$ cat src/rtl/rx_control.sv
// rx_control: receive-side bit sequencer for an I2C slave data path.
//   clk, rstn       system clock, asynchronous active-low reset
//   SCL, SDAIn      raw I2C bus lines (asynchronous to clk)
//   StartRX, Size   start pulse and byte count (clamped to 1..4)
//   Abort           level, drops the transfer without committing it
//   RXIn, RXcount   sampled data bit and its MSB-first bit index
//   ValidRXDIn      one-clk strobe per new RXIn/RXcount pair
//   StartRX2        high while bits are being delivered
//   LatchRXD0/1     selects the shifter buffer for this transfer
//   SDAOE           pull SDA low (ACK)
//   RXDone          one-clk strobe on a committed transfer
//   Busy            FSM not idle
module rx_control #(
    parameter int SYNC_STAGES = 2
) (
    input  logic       clk,
    input  logic       rstn,
    input  logic       SCL,
    input  logic       SDAIn,
    input  logic       StartRX,
    input  logic       Abort,
    input  logic [3:0] Size,
    output logic       RXIn,
    output logic       StartRX2,
    output logic [6:0] RXcount,
    output logic       LatchRXD0,
    output logic       LatchRXD1,
    output logic       ValidRXDIn,
    output logic       SDAOE,
    output logic       RXDone,
    output logic       Busy
);
    typedef enum logic [2:0] {IDLE, WAIT_LOW, BIT, ACK, COMMIT} state_t;

    state_t                 state_q, state_d;
    logic [SYNC_STAGES-1:0] scl_sync_q, sda_sync_q;
    logic                   scl_prev_q;
    logic                   scl_s, sda_s, scl_rise, scl_fall;
    logic [1:0]             size_q, size_d, byte_q, byte_d, ack_ph_q, ack_ph_d;
    logic [2:0]             bit_q, bit_d;
    logic [6:0]             rxcount_q, rxcount_d;
    logic                   rxin_q, rxin_d, valid_q, valid_d;
    logic                   sdaoe_q, sdaoe_d, sel_q, sel_d;
    logic                   last_byte, abort_act;

    // Synchronizers idle high so a reset never looks like an SCL edge.
    always_ff @(posedge clk or negedge rstn) begin
        if (!rstn) begin
            scl_sync_q <= '1;
            sda_sync_q <= '1;
            scl_prev_q <= 1'b1;
        end else begin
            scl_sync_q <= {scl_sync_q[SYNC_STAGES-2:0], SCL};
            sda_sync_q <= {sda_sync_q[SYNC_STAGES-2:0], SDAIn};
            scl_prev_q <= scl_s;
        end
    end

    assign scl_s     = scl_sync_q[SYNC_STAGES-1];
    assign sda_s     = sda_sync_q[SYNC_STAGES-1];
    assign scl_rise  = scl_s & ~scl_prev_q;
    assign scl_fall  = ~scl_s & scl_prev_q;
    assign last_byte = byte_q == size_q;
    assign abort_act = Abort && state_q != IDLE;

    always_ff @(posedge clk or negedge rstn) begin
        if (!rstn) state_q <= IDLE;
        else       state_q <= state_d;
    end

    always_comb begin
        state_d = state_q;
        case (state_q)
            IDLE:     state_d = StartRX ? WAIT_LOW : IDLE;
            WAIT_LOW: state_d = !scl_s ? BIT : WAIT_LOW;
            BIT:      state_d = (scl_rise && bit_q == 3'd7) ? ACK : BIT;
            ACK:      state_d = (scl_fall && ack_ph_q == 2'd2) ? (last_byte ? COMMIT : BIT) : ACK;
            default:  state_d = IDLE;
        endcase
        if (abort_act) state_d = IDLE;
    end

    // ack_ph: 0 = wait fall after 8th bit, 1 = wait 9th rise, 2 = wait closing fall.
    always_comb begin
        size_d    = size_q;
        byte_d    = byte_q;
        bit_d     = bit_q;
        ack_ph_d  = ack_ph_q;
        rxin_d    = rxin_q;
        rxcount_d = rxcount_q;
        valid_d   = 1'b0;
        sdaoe_d   = sdaoe_q;
        sel_d     = sel_q;
        if (abort_act) begin
            sdaoe_d = 1'b0;
        end else begin
            case (state_q)
                IDLE: if (StartRX) begin
                    size_d   = (Size == 4'd0) ? 2'd0 : (Size > 4'd4) ? 2'd3 : Size[1:0] - 2'd1;
                    byte_d   = 2'd0;
                    bit_d    = 3'd0;
                    ack_ph_d = 2'd0;
                end
                BIT: if (scl_rise) begin
                    rxin_d    = sda_s;
                    rxcount_d = {2'b00, byte_q, bit_q};
                    valid_d   = 1'b1;
                    bit_d     = bit_q + 3'd1;
                    ack_ph_d  = 2'd0;
                end
                ACK: begin
                    if (scl_fall && ack_ph_q == 2'd0) begin
                        sdaoe_d  = !last_byte;
                        ack_ph_d = 2'd1;
                    end else if (scl_rise && ack_ph_q == 2'd1) begin
                        ack_ph_d = 2'd2;
                    end else if (scl_fall && ack_ph_q == 2'd2) begin
                        sdaoe_d   = 1'b0;
                        byte_d    = byte_q + 2'd1;
                        rxcount_d = last_byte ? 7'd0 : rxcount_q;
                    end
                end
                COMMIT: sel_d = ~sel_q;
                default: ;
            endcase
        end
    end

    always_ff @(posedge clk or negedge rstn) begin
        if (!rstn) begin
            size_q    <= 2'd0;
            byte_q    <= 2'd0;
            bit_q     <= 3'd0;
            ack_ph_q  <= 2'd0;
            rxin_q    <= 1'b0;
            rxcount_q <= 7'd0;
            valid_q   <= 1'b0;
            sdaoe_q   <= 1'b0;
            sel_q     <= 1'b0;
        end else begin
            size_q    <= size_d;
            byte_q    <= byte_d;
            bit_q     <= bit_d;
            ack_ph_q  <= ack_ph_d;
            rxin_q    <= rxin_d;
            rxcount_q <= rxcount_d;
            valid_q   <= valid_d;
            sdaoe_q   <= sdaoe_d;
            sel_q     <= sel_d;
        end
    end

    always_comb begin
        Busy      = state_q != IDLE;
        StartRX2  = state_q == BIT || state_q == ACK;
        LatchRXD0 = Busy && !sel_q;
        LatchRXD1 = Busy && sel_q;
        RXDone    = state_q == COMMIT;
    end

    assign RXIn       = rxin_q;
    assign RXcount    = rxcount_q;
    assign ValidRXDIn = valid_q;
    assign SDAOE      = sdaoe_q;
endmodule

$ cat config.mk
export PLATFORM = sky130hd
export DESIGN_NAME = rx_control
export DESIGN_NICKNAME = d
export VERILOG_FILES = /design/src/rtl/rx_control.sv
export SDC_FILE = /design/constraint.sdc
export NUM_CORES = 1
export LEC_CHECK = 0
export ABC_AREA = 1
export BUFFER_PORTS_ARGS = -buffer_cell sky130_fd_sc_hd__buf_2
export CAP_MARGIN = 10
export CORE_MARGIN = 2
export CORE_UTILIZATION = 50
export CTS_BUF_LIST = sky130_fd_sc_hd__clkbuf_16
export DETAILED_ROUTE_END_ITERATION = 6
export PLACE_DENSITY = 0.73
export SETUP_SLACK_MARGIN = 0.4
export SYNTH_ARGS = -nofsm -noshare
export SYNTH_HDL_FRONTEND = slang
export SYNTH_SLANG_ARGS = --single-unit
$ cat constraint.sdc
create_clock -name clk -period 1.7 [get_ports clk]
set_clock_uncertainty 0.05 [all_clocks]
set_input_delay 0.085 -clock clk [delete_from_list [all_inputs] [get_ports clk]]
set_output_delay 0.085 -clock clk [all_outputs]
set_load 0.1 [all_outputs]
==> flow_metrics.env, run 1 <==
export IMPL_tightest_slew_ns=0.588
export IMPL_antenna_found_initial=0
export IMPL_vias=1351
export IMPL_path_delay_family="simple AND/OR/NAND/NOR gates"
export IMPL_dieArea_sq_mm=0.00310
export IMPL_num_rows=18
export IMPL_routedWlPerCell_microns=16.9
export IMPL_crit_path_cell_trace="buf_6, nor2_4, buf_12, nand3_4, nand3_4, nor2_8, nand2_1, nand2_1"
export IMPL_numClockSinks=26
export IMPL_final_common_cell="nand2_1"
export IMPL_crit_start="state_q[2]$_DFF_PN0_"
export IMPL_fin_crit_sh=0.883
export IMPL_rsz0062_at_grt="yes"
export IMPL_power_switching_mw=1.98
export IMPL_num_io_pins=25
export IMPL_worstPathRequired_ns=1.80
export IMPL_netlist_area_sq_mm=0.00134
export IMPL_r2r_cells=8
export IMPL_clock_power_share=0.174
export IMPL_crit_end="RXcount[2]$_DFFE_PN0P_"
export IMPL_fin_crit_ns=1.50
export IMPL_intPower_mw=1.95
export IMPL_clk_pin_slew_ns=0.07
export IMPL_r2r_start="state_q[2]$_DFF_PN0_"
export IMPL_synth_cell_types=24
export IMPL_synth_yosys_seq_area_share=0.491
export IMPL_syn_area_per_cell_sq_um=8.06
export IMPL_cts_tree="built"
export IMPL_timing_slew_headroom=0.608
export IMPL_postPlaceCellArea_sq_mm=0.00155
export IMPL_gp_congestion=0.898
export IMPL_r2r_slack_ns=0.20
export IMPL_wirelength_mm=4.15
export IMPL_initial_core_util=0.535
export IMPL_worstSetupPathType="reg -> reg"
export IMPL_status="finished, final reports clean"
export IMPL_maxSlewViolCount=0
export IMPL_drive_above_1_share=0.468
export IMPL_maxCapViolations=0
export IMPL_hp_class="in -> reg"
export IMPL_postRouteAntennaNets=0
export IMPL_area_delta_synth_final_pct=56.7
export IMPL_power_frac_seq=0.231
export IMPL_hold_viol_final=0
export IMPL_n_antenna_cell=0
export IMPL_crit_buf_inv=2
export IMPL_grt_usage=0.264
export IMPL_cts_root_buffer="clkbuf_16"
export IMPL_syn_inst=166
export IMPL_fmax_mhz=666
export IMPL_numCtsBuffers=3
export IMPL_insertion_delay_ns=0.26
export IMPL_power_density_mw_per_mm2=1880
export IMPL_drt_iter0_drc=66
export IMPL_hold_ws_ns=0.0587
export IMPL_crit_arrival_ns=1.60
export IMPL_critPathCaptureType="register"
export IMPL_setup_violations=0
export IMPL_ys_warnings_count=0
export IMPL_drc=0
export IMPL_start_kind="register"
export IMPL_dieWidth_microns=55.7
export IMPL_core_area_sq_mm=0.00250
export IMPL_grt_pass1_vias=1359
export IMPL_grt_pass1_wl_mm=6.38
export IMPL_final_cell_area_sq_mm=0.00210
export IMPL_most_common_layout_cells="43 x nand2_1, 19 x dfrtp_1, 17 x buf_2"
export IMPL_reg2reg_to="RXcount[2]$_DFFE_PN0P_"
export IMPL_h_tree_depth=1
export IMPL_grt_max_degree=27
export IMPL_clk_path_buf_depth=2
export IMPL_fillers=127
export IMPL_p_leak_nw=1.08
export IMPL_drt_pre_antenna_iters=4
export IMPL_critPathSlowestCell="dfrtp_1"
export IMPL_viasPerCell=5.49
export IMPL_fin_nets=230
export IMPL_die_h_microns=55.7
export IMPL_p_sw_frac=0.504
export IMPL_port_buffers=22
export IMPL_overflow=0
export IMPL_comb_power_share=0.595
export IMPL_cpPeakStageDelay_ns=0.42
export IMPL_irDropWorstVdd_uv=1590
export IMPL_synth_seq_cells=26
export IMPL_place_hpwl_mm=2.07
export IMPL_path_depth=8
export IMPL_crit_fanout=5
## power groups by stage
stage	Sequential, mW	Clock (mW)	Combinational, mW
after global routing	0.931	0.715	2.44
after floorplan	1.27	0	1.06
after detailed placement	0.924	0	1.68
after global placement	0.916	0	1.65
final	0.911	0.685	2.34
after CTS	0.900	0.684	2.17
## metrics by stage
stage | utilization | total power, mW | worst slack (ns) | setup TNS [ns] | cells
6_report | 0.838 | 3.94 | 0.199 | 0 | 246
3_3_place_gp | 0.622 | 2.57 | 0.196 | 0 | 217
5_1_grt | 0.838 | 4.08 | 0.129 | 0 | 246
2_1_floorplan | - | 2.33 | -0.0616 | -0.541 | 167
4_1_cts | 0.801 | 3.75 | 0.274 | 0 | 242
3_5_place_dp | 0.622 | 2.60 | 0.126 | 0 | 217
## sequential cells by signal, summed over array words and instances, names as in the netlist
signal and cells:
RXcount 5, sda_sync_q 2, SDAOE 1, ack_ph_q 2
scl_sync_q 2, state_q 3, byte_q 2, sel_q 1
ValidRXDIn 1, RXIn 1, bit_q 3, scl_prev_q 1
size_q 2
## worst min-delay path by stage
| stage | from | to | depth (start not counted) | slack, ns |
|---|---|---|---|---|
| after CTS | Abort | state_q[2]$_DFF_PN0_ | 2 | 0.04 |
| after floorplan | rstn | RXIn$_DFFE_PN0P_ | 0 | -0.26 |
| after detailed placement | rstn | sel_q$_DFFE_PN0P_ | 1 | 0.06 |
| after global routing | Abort | state_q[2]$_DFF_PN0_ | 2 | 0.06 |
| final | Abort | state_q[2]$_DFF_PN0_ | 2 | 0.06 |
| after global placement | rstn | sel_q$_DFFE_PN0P_ | 1 | 0.06 |
## cells in the mapped netlist
cell type	instances	area, sq um
nand2_1	55	206
dfrtp_1	21	526
inv_1	20	75.1
nor2_1	18	67.6
o21ai_0	11	55.1
nand3_1	6	30.0
dfstp_2	5	131
a21oi_1	3	15.0
ha_1	3	37.5
nand2_2	3	18.8
buf_4	2	15.0
nand4_1	2	12.5
nor2_2	2	12.5
nor2_4	2	22.5
nor3_1	2	10.0
o22ai_1	2	12.5
xnor2_1	2	17.5
conb_1	1	3.75
inv_2	1	3.75
nand2_4	1	11.3
nand3_4	1	17.5
nor2_8	1	20.0
o21a_1	1	7.51
xor2_1	1	8.76
## logic make-up after synthesis
family	after synthesis	share of synthesized area
AOI/OAI and AO/OA	17	0.0673
xor gates and xnor gates	3	0.0196
adders and majority gates	3	0.0281
buffers and inverters	23	0.0702
DFF	26	0.491
other	1	0.00280
and+or+nand+nor	93	0.321
## layer usage
layer,global-route usage,wire [microns],vias to the layer above
li1,-,-,616
met1,0.321,1670,651
met2,0.459,2090,61
met3,0.0349,180,23
met4,0.129,205,0
met5,0,0,-
## cell type report
cell class | count | area [sq um] | share of cell area
clock buffers | 3 | 75.1 | 0.0358
clock inverters | 1 | 30.0 | 0.0143
inverters | 21 | 88.8 | 0.0424
multi-input cells | 120 | 801 | 0.382
flip-flops and latches | 26 | 659 | 0.315
well taps | 30 | 37.5 | 0.0179
repair buffers | 45 | 404 | 0.193
## what timing repair did
| item | 4_1_cts | 5_1_grt |
|---|---|---|
| endpoints found under the hold margin | 23 | 0 |
| setup buffers | 16 | 4 |
| pin swaps | 16 | 14 |
| hold buffers | 3 | 0 |
| setup endpoints to repair | 23 | 26 |
| resized for setup | 52 | 14 |
| cloned | 2 | 0 |
Note: power is estimated with default switching activity, not from simulation.
==> run 2, diff against run 1 <==
CELL_PAD_IN_SITES_DETAIL_PLACEMENT = 1   (was unset)
CELL_PAD_IN_SITES_GLOBAL_PLACEMENT = 1   (was unset)
CORE_UTILIZATION = 39   (was 50)
PLACE_DENSITY = unset   (was 0.73)
PLACE_DENSITY_LB_ADDON = 0.1   (was unset)
==> run 2 against run 1 <==
Against the previous run:
- power grew 6.5%
- clock-buffer cell count is the same
- via count grew 2.7%
- fmax decreased by 7.8%
- worst hold slack gained 0.012 ns
- register-to-register slack worse by 0.13 ns
- sequential power rose by 4.9%
- non-clock buffer count increased by 3
- combinational power grew 8.5%
- highest routed layer unchanged
==> flow_metrics.env, run 2 (synthesis results as in run 1) <==
export IMPL_p_leak_nw=1.11
export IMPL_grt_pass1_vias=1503
export IMPL_maxSlewViolCount=0
export IMPL_num_rows=21
export IMPL_cts_tree="built"
export IMPL_num_io_pins=25
export IMPL_numClockSinks=26
export IMPL_port_buffers=22
export IMPL_n_antenna_cell=0
export IMPL_numCtsBuffers=3
export IMPL_overflow=0
export IMPL_core_area_sq_mm=0.00331
export IMPL_crit_arrival_ns=1.76
export IMPL_drt_iter0_drc=50
export IMPL_wirelength_mm=5.52
export IMPL_finalPower_mw=4.19
export IMPL_final_util=0.660
export IMPL_grt_usage=0.250
export IMPL_status="finished, final reports clean"
export IMPL_fin_crit_sh=0.957
export IMPL_postRouteAntennaNets=0
export IMPL_vias=1388
export IMPL_routedWlPerCell_microns=20.8
export IMPL_postPlaceCellArea_sq_mm=0.00157
export IMPL_hold_ws_ns=0.0706
export IMPL_antenna_found_initial=0
export IMPL_cts_root_buffer="clkbuf_16"
export IMPL_hold_viol_final=0
export IMPL_tns_ns=0
export IMPL_worstPathRequired_ns=1.83
export IMPL_gp_congestion=0.854
export IMPL_power_density_mw_per_mm2=1920
export IMPL_crit_fanout=5
export IMPL_dieWidth_microns=62.6
export IMPL_h_tree_depth=1
export IMPL_drive_above_1_share=0.502
export IMPL_reg2reg_to="state_q[0]$_DFF_PN0_"
export IMPL_rsz0062_at_grt="yes"
export IMPL_area_delta_synth_final_pct=63.4
export IMPL_start_kind="register"
export IMPL_initial_core_util=0.404
export IMPL_crit_start="scl_sync_q[1]$_DFF_PN1_"
export IMPL_grt_pass1_wl_mm=7.63
export IMPL_grt_max_degree=27
export IMPL_worstSetupPathType="reg -> reg"
export IMPL_clk_path_buf_depth=2
export IMPL_clk_pin_slew_ns=0.07
export IMPL_drc=0
export IMPL_fin_nets=233
export IMPL_critPathCaptureType="register"
export IMPL_layout_area_seq_sq_um=661
export IMPL_setup_violations=0
export IMPL_r2r_slack_ns=0.07
export IMPL_viasPerCell=5.24
export IMPL_maxCapViolations=0
export IMPL_tightest_slew_ns=0.606
export IMPL_multi_input_area_sq_um=875
export IMPL_most_common_layout_cells="42 x nand2_1, 18 x dfrtp_1, 18 x buf_4"
export IMPL_fin_crit_ns=1.63
export IMPL_largest_reg_flops=5
export IMPL_crit_end="state_q[0]$_DFF_PN0_"
export IMPL_r2r_cells=5
export IMPL_final_cell_area_sq_mm=0.00219
export IMPL_hp_class="in -> reg"
export IMPL_irDropWorstVdd_uv=948
export IMPL_insertion_delay_ns=0.26
export IMPL_drt_pre_antenna_iters=4
export IMPL_final_common_cell="nand2_1"
export IMPL_timing_slew_headroom=0.596
export IMPL_place_hpwl_mm=2.43
export IMPL_fillers=384
export IMPL_dieArea_sq_mm=0.00391
export IMPL_die_h_microns=62.6
export IMPL_r2r_start="scl_sync_q[1]$_DFF_PN1_"
export IMPL_fmax_mhz=614
run 2: changes by cell type in the layout (fill, tap and decap cells not counted), sizes merged:
cell	change
clkinvlp	+1
inv	-1
buf	+3
run 2: report_power, final:
group	internal, mW	switching [mW]
Combinational	0.755	1.78
Sequential	0.774	0.182
Clock	0.469	0.228
Total	2.00	2.19
run 2: final cells by class:
class	count	share of cell area
clock buffers	3	0.0343
well taps	46	0.0263
multi-input cells	120	0.400
inverters	21	0.0412
repair buffers	48	0.182
flip-flops and latches	26	0.302
clock inverters	1	0.0137
run 2: worst min-delay path by stage:
stage | start | cells after the start | end
after global routing | Abort | 2 | state_q[2]$_DFF_PN0_
after CTS | Abort | 2 | state_q[2]$_DFF_PN0_
after global placement | rstn | 1 | sel_q$_DFFE_PN0P_
after floorplan | rstn | 0 | RXIn$_DFFE_PN0P_
after detailed placement | rstn | 1 | sel_q$_DFFE_PN0P_
final | Abort | 2 | state_q[2]$_DFF_PN0_
run 2: metal layers:
metal | global-route usage | vias to the layer above | wire [microns]
met5 | 0 | - | 0
met4 | 0.106 | 0 | 254
met3 | 0.0306 | 24 | 191
met2 | 0.444 | 45 | 2720
met1 | 0.305 | 694 | 2360
li1 | - | 625 | -
run 2: through the flow:
stage               worst slack [ns]  std cells
floorplan                    -0.0616        167
global placement               0.193        233
detailed placement            0.0926        233
CTS                            0.261        259
global route                  0.0537        265
finish                        0.0723        265
run 2: critical path, stage by stage, from the launching register on:
cell,delay [ns]
dfstp_2,0.63
inv_2,0.09
buf_4,0.14
o21ai_0,0.40
nor2_2,0.10
nor2_2,0.14
run 2: what timing repair did:
item / 4_1_cts / 5_1_grt
setup buffers: 17 / 6
hold buffers: 3 / 0
endpoints found under the hold margin: 23 / 0
cloned: 2 / 0
setup endpoints to repair: 22 / 26
pin swaps: 20 / 19
gates resized for setup: 49 / 32
==> run 3, diff against run 2 <==
==> constraint.sdc (replaced) <==
create_clock -name clk -period 1.7 [get_ports clk]
set_clock_uncertainty 0.05 [all_clocks]
set_input_delay 0 -clock clk [delete_from_list [all_inputs] [get_ports clk]]
set_output_delay 0 -clock clk [all_outputs]
set_load 0.1 [all_outputs]
==> run 3 against run 2 <==
Against the previous run:
- sequential share of layout area increased by 0.12 points
- global-route usage decreased by 1.0 points
- design area decreased by 0.57%
- power decreased by 2.9%
- critical endpoint is now ack_ph_q[1]$_DFFE_PN0P_
- fmax increased by 3.9%
- die area unchanged
- worst hold slack got worse by 0.024 ns
- setup slack improved by 0.061 ns
==> flow_metrics.env, run 3 (synthesis results as in run 1) <==
export IMPL_vias=1404
export IMPL_p_leak_nw=1.10
export IMPL_grt_pass1_wl_mm=7.28
export IMPL_hold_depth=4
export IMPL_power_switching_mw=2.17
export IMPL_numClockSinks=26
export IMPL_hp_start="Size[0]"
export IMPL_tightest_slew_ns=0.605
export IMPL_hold_viol_final=0
export IMPL_place_hpwl_mm=2.49
export IMPL_crit_arrival_ns=1.72
export IMPL_clk_path_buf_depth=2
export IMPL_most_common_layout_cells="38 x nand2_1, 19 x dfrtp_1, 18 x buf_4"
export IMPL_timing_slew_headroom=0.597
export IMPL_grt_pass1_vias=1496
export IMPL_crit_end="ack_ph_q[1]$_DFFE_PN0P_"
export IMPL_num_rows=21
export IMPL_routedWlPerCell_microns=20.0
export IMPL_overflow=0
export IMPL_reg2reg_to="ack_ph_q[1]$_DFFE_PN0P_"
export IMPL_fin_nets=235
export IMPL_postRouteAntennaNets=0
export IMPL_crit_start="scl_sync_q[1]$_DFF_PN1_"
export IMPL_r2r_cells=7
export IMPL_cts_root_buffer="clkbuf_16"
export IMPL_r2r_start="scl_sync_q[1]$_DFF_PN1_"
export IMPL_maxCapViolations=0
export IMPL_dieWidth_microns=62.6
export IMPL_dp_slack_ns=0.0790
export IMPL_area_delta_synth_final_pct=62.5
export IMPL_drt_pre_antenna_iters=4
export IMPL_fin_crit_ns=1.57
export IMPL_dieArea_sq_mm=0.00391
export IMPL_grt_usage=0.240
export IMPL_r2r_slack_ns=0.13
export IMPL_hp_class="in -> reg"
export IMPL_fmax_mhz=638
export IMPL_intPower_mw=1.90
export IMPL_comb_power_share=0.636
export IMPL_insertion_delay_ns=0.27
export IMPL_drc=0
export IMPL_worstPathRequired_ns=1.86
export IMPL_irDropWorstVdd_uv=935
export IMPL_clock_power_share=0.134
export IMPL_numCtsBuffers=3
export IMPL_setup_ws_ns=0.133
export IMPL_clk_pin_slew_ns=0.07
export IMPL_die_h_microns=62.6
export IMPL_num_io_pins=25
export IMPL_fin_crit_sh=0.922
export IMPL_setup_violations=0
export IMPL_gp_congestion=0.784
export IMPL_antenna_found_initial=0
export IMPL_critPathCaptureType="register"
export IMPL_fillers=370
export IMPL_viasPerCell=5.26
export IMPL_final_cells=267
export IMPL_p_sw_frac=0.534
export IMPL_rsz0062_at_grt="yes"
export IMPL_port_buffers=22
export IMPL_cts_tree="built"
export IMPL_drt_iter0_drc=60
export IMPL_final_common_cell="nand2_1"
export IMPL_largest_reg_flops=5
export IMPL_start_kind="register"
export IMPL_dp_cells=233
export IMPL_drive_above_1_share=0.498
export IMPL_status="finished, final reports clean"
export IMPL_wirelength_mm=5.33
export IMPL_n_antenna_cell=0
export IMPL_power_frac_seq=0.230
export IMPL_grt_max_degree=27
export IMPL_initial_core_util=0.404
export IMPL_maxSlewViolCount=0
export IMPL_worstSetupPathType="reg -> reg"
export IMPL_power_density_mw_per_mm2=1870
export IMPL_core_area_sq_mm=0.00331
export IMPL_crit_fanout=4
export IMPL_h_tree_depth=1
## run 3: cell types whose count changed in the layout (fill, tap and decap cells not counted), sizes merged
cell | before | now
dlygate4sd3 | 3 | 4
buf | 45 | 46
bufinv | 1 | 0
clkinv | 0 | 1
clkinvlp | 1 | 0
inv | 20 | 21
## run 3: layout make-up
| cell class | instances | area (sq um) | share of cell area |
|---|---|---|---|
| sequential | 26 | 659 | 0.303 |
| multi-input combinational | 120 | 863 | 0.397 |
| clock buffer | 3 | 75.1 | 0.0345 |
| clock inverter | 1 | 3.75 | 0.00173 |
| timing repair buffer | 50 | 428 | 0.197 |
| tap | 46 | 57.6 | 0.0265 |
| inverter | 21 | 86.3 | 0.0397 |
## run 3: metal layers
metal	up-vias	wire, microns	global-route usage	part of all wire
met1	710	2000	0.282	0.37
li1	629	-	-	-
met3	21	181	0.0360	0.034
met5	-	0	0	0
met2	44	2930	0.425	0.55
met4	0	218	0.117	0.041
## run 3: timing repair
action                                  4_1_cts  5_1_grt
gates cloned                                  2        0
hold buffers                                  4        0
endpoints found under the setup margin       23       25
buffers inserted                             18        6
endpoints found under the hold margin        24        0
resized for setup                            34       45
pin swaps                                    17       14
## run 3: how the worst min path moves through the flow
stage / endpoint / slack (ns)
5_1_grt: size_q[0]$_DFFE_PN0P_ / 0.08
2_1_floorplan: RXIn$_DFFE_PN0P_ / -0.35
6_report: size_q[0]$_DFFE_PN0P_ / 0.05
3_3_place_gp: size_q[0]$_DFFE_PN0P_ / -0.02
3_5_place_dp: ValidRXDIn$_DFF_PN0_ / -0.02
4_1_cts: size_q[0]$_DFFE_PN0P_ / 0.03
## run 3: through the flow
| step | cell area [sq um] | hold slack [ns] | TNS, ns | util | total power, mW |
|---|---|---|---|---|---|
| 2_1_floorplan | 1420 | -0.346 | -0.623 | - | 2.33 |
| 3_3_place_gp | 1570 | -0.0218 | 0 | 0.475 | 2.59 |
| 3_5_place_dp | 1570 | -0.0214 | 0 | 0.475 | 2.63 |
| 4_1_cts | 1960 | 0.0319 | 0 | 0.591 | 3.53 |
| 5_1_grt | 2170 | 0.0803 | 0 | 0.656 | 4.23 |
| 6_report | 2170 | 0.0464 | 0 | 0.656 | 4.07 |
## run 3: critical path, stage by stage (launching register included)
cell and delay [ns]:
dfstp_2 0.60, buf_4 0.16, nor2_4 0.05, buf_4 0.13
buf_4 0.13, a21oi_1 0.22, nand2_1 0.09, nand2_1 0.07
## run 3: power groups by stage
stage / registers (mW) / logic (mW) / clock network, mW
2_1_floorplan: 1.27 / 1.06 / 0
3_3_place_gp: 0.925 / 1.67 / 0
3_5_place_dp: 0.933 / 1.69 / 0
4_1_cts: 0.907 / 2.09 / 0.533
5_1_grt: 0.953 / 2.70 / 0.577
6_report: 0.935 / 2.59 / 0.545
